===== src/rtl/vga_sync_decoder.sv =====
// vga_sync_decoder: rebuilds pixel coordinates and timing lock from hsync/vsync; define VGA_DECODER_ERRCOUNT_EN to build errorCount
module vga_sync_decoder #(
  parameter int Width = 640,
  parameter int Height = 480,
  parameter int LeftBorder = 48,
  parameter int RightBorder = 16,
  parameter int TopBorder = 33,
  parameter int BottomBorder = 10,
  parameter int HSyncPulse = 96,
  parameter int VSyncPulse = 2,
  parameter int SyncActiveLow = 1
) (
  input  logic                       clk,
  input  logic                       rst,
  input  logic                       horizontalSync,
  input  logic                       verticalSync,
  output logic [$clog2(Width)-1:0]   column,
  output logic [$clog2(Height)-1:0]  line,
  output logic                       active,
  output logic                       frameStart,
  output logic                       locked,
  output logic                       timingError,
  output logic [7:0]                 errorCount
);
  localparam int HTotal = HSyncPulse + LeftBorder + Width + RightBorder;
  localparam int VTotal = VSyncPulse + TopBorder + Height + BottomBorder;
  localparam int HW = $clog2(HTotal);
  localparam int VW = $clog2(VTotal);
  localparam int PW = $clog2(HTotal + 1);
  localparam int CW = $clog2(Width);
  localparam int LW = $clog2(Height);
  typedef enum logic [1:0] {SEARCH, ACQUIRE, LOCKED} state_t;
  state_t state, state_nx;
  logic hp, hp_d, vp, vp_d, vpend, bad;
  logic [HW-1:0] hcnt;
  logic [VW-1:0] vcnt, vlen;
  logic [PW-1:0] hlen, hper;
  logic h_lead, h_trail, v_lead, v_trail, vclr, h_fail, v_fail, fail, pix;
  assign h_lead = hp & ~hp_d;
  assign h_trail = ~hp & hp_d;
  assign v_lead = vp & ~vp_d;
  assign v_trail = ~vp & vp_d;
  assign vclr = h_trail & (vpend | v_trail);
  assign h_fail = (h_trail && hlen != PW'(HSyncPulse)) || (h_lead && hper != PW'(HTotal)) ||
                  (hcnt == HW'(HTotal - 1) && !h_trail);
  assign v_fail = (v_trail && (vlen != VW'(VSyncPulse) || vcnt != VW'(VTotal - 1))) ||
                  (h_trail && !vclr && vcnt == VW'(VTotal - 1));
  assign fail = h_fail | v_fail;
  assign pix = hcnt >= HW'(LeftBorder) && hcnt < HW'(LeftBorder + Width) &&
               vcnt >= VW'(TopBorder) && vcnt < VW'(TopBorder + Height) && state == LOCKED;
  // register syncs once as active-high pulses, keeping one more sample for edge detection
  always_ff @(posedge clk) begin
    if (rst) begin
      {hp, hp_d, vp, vp_d} <= '0;
    end else begin
      hp <= (SyncActiveLow != 0) ? ~horizontalSync : horizontalSync;
      vp <= (SyncActiveLow != 0) ? ~verticalSync : verticalSync;
      hp_d <= hp;
      vp_d <= vp;
    end
  end
  // position counters plus pulse length and period measurements, all saturating
  always_ff @(posedge clk) begin
    if (rst) begin
      hcnt <= '0;
      vcnt <= '0;
      vpend <= 1'b0;
      hlen <= '0;
      hper <= '0;
      vlen <= '0;
    end else begin
      hcnt <= h_trail ? '0 : (hcnt == HW'(HTotal - 1)) ? hcnt : hcnt + 1'b1;
      vcnt <= vclr ? '0 : (h_trail && vcnt != VW'(VTotal - 1)) ? vcnt + 1'b1 : vcnt;
      vpend <= (v_trail && !h_trail) ? 1'b1 : h_trail ? 1'b0 : vpend;
      hlen <= h_lead ? PW'(1) : (hp && hlen != '1) ? hlen + 1'b1 : hlen;
      hper <= h_lead ? PW'(1) : (hper != '1) ? hper + 1'b1 : hper;
      vlen <= v_lead ? '0 : (vp && h_trail && vlen != '1) ? vlen + 1'b1 : vlen;
    end
  end
  // lock state register and per-frame failure flag
  always_ff @(posedge clk) begin
    if (rst) begin
      state <= SEARCH;
      bad <= 1'b0;
    end else begin
      state <= state_nx;
      bad <= v_trail ? 1'b0 : (state == ACQUIRE && fail) ? 1'b1 : bad;
    end
  end
  // lock transitions: a clean frame between two vsync trailing edges is required to lock
  always_comb begin
    state_nx = state;
    state_nx = (state == SEARCH)  ? (v_trail ? ACQUIRE : SEARCH) :
               (state == ACQUIRE) ? ((v_trail && !(bad || fail)) ? LOCKED : ACQUIRE) :
                                    (fail ? SEARCH : LOCKED);
  end
  // registered coordinate, qualifier and status outputs
  always_ff @(posedge clk) begin
    if (rst) begin
      column <= '0;
      line <= '0;
      active <= 1'b0;
      frameStart <= 1'b0;
      locked <= 1'b0;
      timingError <= 1'b0;
    end else begin
      column <= pix ? CW'(hcnt - HW'(LeftBorder)) : '0;
      line <= pix ? LW'(vcnt - VW'(TopBorder)) : '0;
      active <= pix;
      frameStart <= pix && hcnt == HW'(LeftBorder) && vcnt == VW'(TopBorder);
      locked <= state == LOCKED;
      timingError <= state == LOCKED && fail;
    end
  end
`ifdef VGA_DECODER_ERRCOUNT_EN
  // count timing errors, holding at 255
  always_ff @(posedge clk) begin
    if (rst) errorCount <= '0;
    else if (timingError && errorCount != 8'hff) errorCount <= errorCount + 1'b1;
  end
`else
  assign errorCount = '0;
`endif
endmodule

===== config.mk =====
export PLATFORM = sky130hd
export DESIGN_NAME = vga_sync_decoder
export DESIGN_NICKNAME = d
export VERILOG_FILES = /design/src/rtl/vga_sync_decoder.sv
export SDC_FILE = /design/constraint.sdc
export NUM_CORES = 1
export LEC_CHECK = 0
export ABC_CLOCK_PERIOD_IN_PS = 4700
export BUFFER_PORTS_ARGS = -buffer_cell sky130_fd_sc_hd__buf_4
export CORE_MARGIN = 1.5
export CORE_UTILIZATION = 55
export CTS_BUF_LIST = sky130_fd_sc_hd__clkbuf_16
export CTS_CLUSTER_SIZE = 14
export DETAILED_ROUTE_END_ITERATION = 10
export PLACE_DENSITY = 0.78
export SLEW_MARGIN = 20
export SYNTH_ARGS = -nofsm -noshare
export SYNTH_HDL_FRONTEND = slang
export SYNTH_SLANG_ARGS = --single-unit

===== constraint.sdc =====
create_clock -name clk -period 4.7 [get_ports clk]
set_input_delay 0.47 -clock clk [delete_from_list [all_inputs] [get_ports clk]]
set_output_delay 0.47 -clock clk [all_outputs]
set_load 0.02 [all_outputs]

# Word-level counts from Yosys, hierarchy flattened
# Cells that the tools add are included.
# totals
regBits,81
input_bits,4
out_inout_bits,31
wordCells,107
# classes
n_addsub,7
order_cmp,4
n_eq_ne,13
n_mux,11
bitwise_logic,14
reduce_logical,38
# op_table
op,n
$add 10x1->10 const B,5
$ne 10x10->1 const B,5
$eq 10x10->1 const B,2
$eq 10x6->1 const B,2
$ge 10x6->1 const B,2
$logic_and 1x1->1,20
$lt 10x10->1 const B,2
$reduce_or 2->1,6
$ne 10x2->1 const B,1
$ne 10x7->1 const B,1
$sub 10x6->10 const B,1
$sub 9x6->9 const B,1
$mux 2,4
$mux 1,7
$not 1->1,7
$reduce_bool 2->1,3
$and 1x1->1,5
$logic_or 1x1->1,5
$logic_not 1->1,3
$eq 2x1->1 const B,1
$eq 2x2->1 const B,1
$logic_not 2->1,1
$or 1x1->1,2

# Logic depth before layout (Yosys ltp)
# Gate-level depths: netlist of run 1.
# depth
word_depth,15
ltp_mapped,8

# Worst setup path after synthesis of run 1
# Ideal clock, no wire load.
# synth_timing
path_type,register to register
from,reg hcnt[0]
to,reg bad
arrival_time_ps,1836
required_time_ps,4597
setup_slack_ps,2760
path_stages_with_launch,8
path_buffers,1
synth_period_minus_slack_ps,1940
cell_sequence,dfxtp_1 -> ha_1 -> nand3_2 -> or4_4 -> buf_6 -> o22ai_4 -> nor3b_2 -> a2111oi_2
# synth_via
elab_chain_cells,5
# synth_rtl
element,line_no,text
from (decl),35,logic [HW-1:0] hcnt;
from (signal assigned),72,hcnt <= h_trail ? '0 : (hcnt == HW'(HTotal - 1)) ? hcnt : hcnt + 1'b1;
$eq 10x10->1,45,(hcnt == HW'(HTotal - 1) && !h_trail);
$logic_and 1x1->1,45,
$logic_or 1x1->1,44,assign h_fail = (h_trail && hlen != PW'(HSyncPulse)) || (h_lead && hper != PW'(HTotal)) ||
$or 1x1->1,48,assign fail = h_fail | v_fail;
$logic_and 1x1->1,87,bad <= v_trail ? 1'b0 : (state == ACQUIRE && fail) ? 1'b1 : bad;
to (signal assigned),87,
to (decl),34,"logic hp, hp_d, vp, vp_d, vpend, bad;"
# No other way between the ends.
# A chain may end at the register's enable or synchronous reset.

# Final worst setup path of run 1
# layout_timing
from,reg vcnt[0]
to,reg line[3]
# layout_via
elab_chain_cells,6
# layout_rtl
element,line_no,text
from (decl),36,"logic [VW-1:0] vcnt, vlen;"
from (signal assigned),73,vcnt <= vclr ? '0 : (h_trail && vcnt != VW'(VTotal - 1)) ? vcnt + 1'b1 : vcnt;
$ge 10x6->1,50,vcnt >= VW'(TopBorder) && vcnt < VW'(TopBorder + Height) && state == LOCKED;
$logic_and 1x1->1,49,assign pix = hcnt >= HW'(LeftBorder) && hcnt < HW'(LeftBorder + Width) &&
$logic_and 1x1->1 (2 in a row),50,
$not 1->1 (no source line),--,
$reduce_or 2->1 (no source line),--,
to (signal assigned),108,line <= pix ? LW'(vcnt - VW'(TopBorder)) : '0;
to (decl),18,"output logic [$clog2(Height)-1:0] line,"
# Several ways; a longest one is shown, not always the timed one.

==> results_dict.tcl, run 1 <==
set metrics [dict create \
    yosysTopAreaCellShare_pct 43.8 \
    fin_ws_ns 2.52 \
    hold_viol 0 \
    crit_chain "inv_1 > ha_1 > or3b_1 > o31ai_1 > nand4_1 > a21o_1 > nor2_1" \
    slew_viol_final 0 \
    io_pins 35 \
    drive_gt1_share_pct 12.4 \
    yosysMostFrequentCell "dfxtp_1" \
    die_area_um2 7240 \
    numCtsBuffers 9 \
    cp_slowest_cell "or3b_1" \
    netlist_instances 419 \
    async_flop_share_pct 0 \
    synth.distinct_cells 57 \
    ys_seq_area_share_pct 43.8 \
    synth_area_leader_cell "dfxtp_1" \
    synth_edf_count 0 \
    post_cts_buffers 0 \
    clockBufferDepth 2 \
    fin_skew_ns 0.00444 \
    core_um2 6420 \
    status "finished, violations left" \
    cp_data_arrival_time_ns 2.44 \
    finalNetCount 457 \
    die_width_um 85.1 \
    vias_per_cell 5.46 \
    slowest_delay_ns 0.41 \
    drt_pass1_iterations 9 \
    cap_violations 0 \
    hpwl_mm 4.62 \
    grt_usage_pct 19.7 \
    cp-end-kind "flip-flop" \
    postCtsHoldBufs 0 \
    powerDensity_nw_per_um2 357 \
    crit_path_start_kind "flip-flop" \
    setup_viol 0 \
    grt_setup_unrepaired "no" \
    finalCritPeriodShare_pct 46.4 \
    syn-cell-area_um2 3700 \
    dpl.cell_count 506 \
    grt.overflow.total 0 \
    utilization_pct 65.6 \
    grt_pass1_wl_mm 11.4 \
    wl_mm 6.68 \
    grt_pass1_vias 2562 \
    timing.slew.headroom_pct 52.0 \
    min_period_ns 2.18 \
    antenna_cells 0 \
    die_y_um 85.1 \
    critPathKind "flip-flop to flip-flop" \
    ys.flop_type "dfxtp_1" \
    post-place-ws_ns 2.56 \
    area_growth_pct 13.7 \
    finalNonFillerCells 522 \
    ctsResizeCount 0 \
    wl_per_cell_um 12.8 \
    drtIter0Drc 108 \
    fill_cells 526 \
    critical_path.max_fanout 20 \
    synth_warnings 0 \
    initial_core_util_pct 57.7 \
    cp.required_ns 4.96 \
    grt_max_degree 21 \
    ys_top_cells_by_count "dfxtp_1 (81), nor2_1 (73), xnor2_1 (23)" \
    synth.avg_cell_area_um2 8.84 \
    grt_antenna_before_repair 0 \
    violations "design-rule violations" \
    max-vdd-ir-drop_mv 0.214 \
    port_buffers 26 \
    clk-insertion-delay-late_ns 0.33 \
    cts_sinks 81 \
    clk_pin_slew_worst_paths_ns 0.06 \
    gp_congestion 0.811 \
    drc_errors 7 \
    rows 29 \
    cts_root_buf "clkbuf_16" \
    final.setup.tns_ns 0 \
    worst_hold_path_type "primary input to flip-flop" \
    leakage_nw 1.65 \
    fmax_mhz 458 \
    postRouteAntennaNets 0 \
    hold_ws_ns 0.289 \
    ys_top_cells_by_area "dfxtp_1 (44%), nor2_1 (7.4%), xnor2_1 (5.4%), xor2_1 (5.0%), ha_1 (4.4%)" \
    cts_tree "done" \
    cts_max_level 3 \
    dr_total_vias 2848 \
    worst_pin_slew_ns 0.719 \
    ys_seq_elements 81 \
]
[per-stage QoR]
stage,power (mW),instance area [um^2]
detailed placement,0.777,3890
CTS,1.52,4210
finish,1.50,4210
floorplan,0.769,3730
global route,1.55,4210
global placement,0.775,3890
[registers in the layout, summed over array words and instances, names as in the netlist, 2 cells and up]
register,flops
hcnt,10
vlen,10
column,10
hlen,10
vcnt,10
line,9
state,2
hper,10
[critical path, delay by kind of cell (launching register included)]
kind / cells / cell delay (ns)
flops: 1 / 0.37
fa+ha+maj: 1 / 0.22
compound gates: 2 / 0.64
simple gates: 3 / 0.77
buf+inv: 1 / 0.10
[metal layers]
metal | track usage, % | share of wire (%) | vias to the layer above
li1 | - | - | 1451
met1 | 24.4 | 47 | 1327
met2 | 33.0 | 47 | 58
met3 | 4.09 | 4.2 | 12
met4 | 8.94 | 2.0 | 0
met5 | 0 | 0 | -
[path summary, 6_finish.rpt]
check                               startpoint       to  depth (start not counted)  slack (ns)
worst min-delay path            horizontalSync       hp                          2        0.29
worst max register to register         vcnt[0]  line[3]                          7        2.52
worst min register to register           vpend    vpend                          2        0.48
worst max-delay path                   vcnt[0]  line[3]                          7        2.52
[cell families (layout without fill, tap and decap cells)]
family,count (synthesis),count (layout),share of synthesized area [%]
XOR/XNOR,44,44,10.4
other,1,8,0.101
AND/OR/NAND/NOR,186,186,26.0
adder cells (fa/ha/maj),13,13,4.39
multiplexers,1,1,0.270
AO/OA/AOI/OAI,50,50,9.59
buffers and inverters,43,62,5.51
flip-flops,81,81,43.8
[report_power, final]
group | leakage, nW | internal, mW | switching (mW)
Combinational | 0.838 | 0.0201 | 0.0367
Clock | 0.153 | 0.465 | 0.278
Sequential | 0.655 | 0.695 | 0.00987
[final cells by class]
cell class | instances | area (um^2) | area share [%]
Inverter | 20 | 75.1 | 1.78
Timing Repair Buffer | 26 | 195 | 4.63
Clock buffer | 9 | 225 | 5.35
Sequential cell | 81 | 1620 | 38.5
Clock inverter | 7 | 93.8 | 2.23
Multi-Input combinational cell | 302 | 1910 | 45.2
Tap cell | 77 | 96.3 | 2.29
[cell usage in the layout (no fill, tap or decap), types with 2 or more instances in the layout]
| master | synthesis | routed |
|---|---|---|
| or3_1 | 4 | 4 |
| inv_1 | 19 | 19 |
| nor4b_1 | 2 | 2 |
| xor2_1 | 21 | 21 |
| nor2b_1 | 8 | 8 |
| a31oi_1 | 4 | 4 |
| nor2_1 | 73 | 73 |
| clkbuf_16 | 0 | 9 |
| o21ai_0 | 6 | 6 |
| nand4_1 | 17 | 17 |
| conb_1 | 1 | 8 |
| dfxtp_1 | 81 | 81 |
| bufinv_16 | 0 | 2 |
| and4_1 | 3 | 3 |
| ha_1 | 13 | 13 |
| nor3b_2 | 2 | 2 |
| a2111oi_0 | 2 | 2 |
| nand3b_1 | 2 | 2 |
| and3_1 | 7 | 7 |
| nor3b_1 | 2 | 2 |
| o21ai_1 | 2 | 2 |
| o21bai_1 | 2 | 2 |
| a21oi_1 | 18 | 18 |
| buf_4 | 8 | 26 |
| nand3_1 | 12 | 12 |
| and2_1 | 4 | 4 |
| nand2_1 | 17 | 17 |
| a211oi_1 | 4 | 4 |
| nand2b_1 | 4 | 4 |
| xnor2_1 | 23 | 23 |
| a21o_1 | 2 | 2 |
| nor3_1 | 18 | 18 |
(Power assumes the default switching activity.)
==> run 2: changes to the inputs <==
--- a/config.mk
+++ b/config.mk
@@ -5,7 +5,7 @@
 export SDC_FILE = /design/constraint.sdc
 export NUM_CORES = 1
 export LEC_CHECK = 0
-export ABC_CLOCK_PERIOD_IN_PS = 4700
+export ABC_CLOCK_PERIOD_IN_PS = 2100
 export BUFFER_PORTS_ARGS = -buffer_cell sky130_fd_sc_hd__buf_4
 export CORE_MARGIN = 1.5
 export CORE_UTILIZATION = 55
==> constraint.sdc (replaced) <==
create_clock -name clk -period 2.1 [get_ports clk]
set_input_delay 0.21 -clock clk [delete_from_list [all_inputs] [get_ports clk]]
set_output_delay 0.21 -clock clk [all_outputs]
set_load 0.02 [all_outputs]
==> run 2 against run 1 <==
  * The run still ends with design-rule violations left
  * Clock power grew 120%
  * Non-clock buffer count increased by 14
  * Combinational power rose by 140%
  * Utilization rose by 1.6 points
  * Die area did not move
  * Design area is 2.5% higher
  * Global-route usage up 0.63 points
  * Clock-buffer cell count unchanged
  * Routed wire length up 5.9%
  * Sequential share of layout area down 0.94 points
==> results_dict.tcl, run 2 (synthesis results as in run 1) <==
set metrics [dict create \
    status "finished, violations left" \
    violations "design-rule violations" \
    wl_mm 7.07 \
    cp_data_arrival_time_ns 2.23 \
    max-vdd-ir-drop_mv 0.581 \
    area_growth_pct 16.5 \
    clk-insertion-delay-late_ns 0.33 \
    hold_viol 0 \
    clk_pin_slew_worst_paths_ns 0.06 \
    cts_tree "done" \
    cts_root_buf "clkbuf_16" \
    finalNetCount 471 \
    gp_congestion 0.836 \
    cts_sinks 81 \
    fmax_mhz 499 \
    seq_power_share_pct 47.2 \
    die_y_um 85.1 \
    postRouteAntennaNets 0 \
    clockBufferDepth 2 \
    finalNonFillerCells 536 \
    fill_cells 506 \
    fin_skew_ns 0.00737 \
    leakage_nw 1.70 \
    port_buffers 26 \
    finalCritPeriodShare_pct 95.4 \
    worst_hold_path_type "primary input to flip-flop" \
    grt_max_degree 20 \
    drc_errors 7 \
    antenna_cells 0 \
    cp.required_ns 2.33 \
    cp-end-kind "flip-flop" \
    numCtsBuffers 9 \
    hold_ws_ns 0.0272 \
    grt_pass1_wl_mm 11.9 \
    power_mw 3.34 \
    dpl.cell_count 519 \
    final_cell_mix "dfxtp_1 (81), nor2_1 (73), buf_4 (40), xnor2_1 (23), xor2_1 (21)" \
    powerDensity_nw_per_um2 773 \
    setup_viol 0 \
    intPower_mw 2.64 \
    core_um2 6420 \
    cap_violations 0 \
    dr_total_vias 2925 \
    final.setup.tns_ns 0 \
    cts_max_level 3 \
    power.share.switching_pct 21.0 \
    drive_gt1_share_pct 15.0 \
    cp_slowest_cell "or4_4" \
    io_pins 35 \
    die_width_um 85.1 \
    switchingPower_mw 0.701 \
    rows 29 \
    drtIter0Drc 95 \
    crit_path_start_kind "flip-flop" \
    slowest_delay_ns 0.56 \
    critPathKind "flip-flop to flip-flop" \
    wl_per_cell_um 13.2 \
    crit_chain "ha_1 > nand3_2 > or4_4 > o22ai_4 > nor3b_2 > a2111oi_2" \
    grt_antenna_before_repair 0 \
    worst_pin_slew_ns 0.581 \
    critical_path.max_fanout 7 \
    post-place-ws_ns 0.112 \
    fin_ws_ns 0.0975 \
    grt.overflow.total 0 \
    vias_per_cell 5.46 \
    utilization_pct 67.2 \
    clkPwrFrac_pct 48.6 \
    combPwrFrac_pct 4.2 \
    design_area_um2 4320 \
    slew_viol_final 0 \
    postCtsHoldBufs 0 \
    min_period_ns 2.00 \
    dpl_cell_area_um2 3990 \
    final_common_cell "dfxtp_1" \
    die_area_um2 7240 \
    grt_usage_pct 20.3 \
    grt_pass1_vias 2672 \
    drt_pass1_iterations 7 \
    timing.slew.headroom_pct 60.3 \
    hpwl_mm 4.85 \
    initial_core_util_pct 57.7 \
]
## run 2: area by class of cell
cell class	count	area [um^2]	share of cell area, %
Clock buffer	9	225	5.22
Clock inverter	7	86.3	2.00
Inverter	20	75.1	1.74
Multi-Input combinational cell	302	1910	44.3
Sequential cell	81	1620	37.6
Tap cell	77	96.3	2.23
Timing Repair Buffer	40	300	6.95
## run 2: final timing paths
path,startpoint,end,slack (ns),cells past startpoint
hold / removal,horizontalSync,hp,0.03,2
hold reg to reg,vpend,vpend,0.48,2
setup / recovery,hcnt[0],bad,0.1,6
setup reg to reg,hcnt[0],bad,0.1,6
## run 2: timing repair
action	CTS	global route
gates resized for setup	0	2
endpoints found under the setup margin	0	19
buffers inserted	0	1
## run 2: critical path: cells and delay by family, from the launching register on
family	cells	cell delay [ns]
AND/OR/NAND/NOR	3	0.75
AO/OA/AOI/OAI	2	0.51
flip-flops	1	0.39
adder cells (fa/ha/maj)	1	0.24
## run 2: per-layer routing
layer	share of wire [%]	global-route usage, %	up-vias
met4	1.1	7.30	0
li1	-	-	1482
met5	0	0	-
met3	4.4	3.50	9
met1	46	25.7	1366
met2	48	35.0	68
## run 2: power groups by stage
stage | Combinational (mW) | Clock (mW) | Sequential (mW)
after floorplan | 0.114 | 0 | 1.61
final | 0.139 | 1.62 | 1.58
after global placement | 0.134 | 0 | 1.61
after global routing | 0.157 | 1.71 | 1.58
after detailed placement | 0.137 | 0 | 1.61
after CTS | 0.139 | 1.64 | 1.58
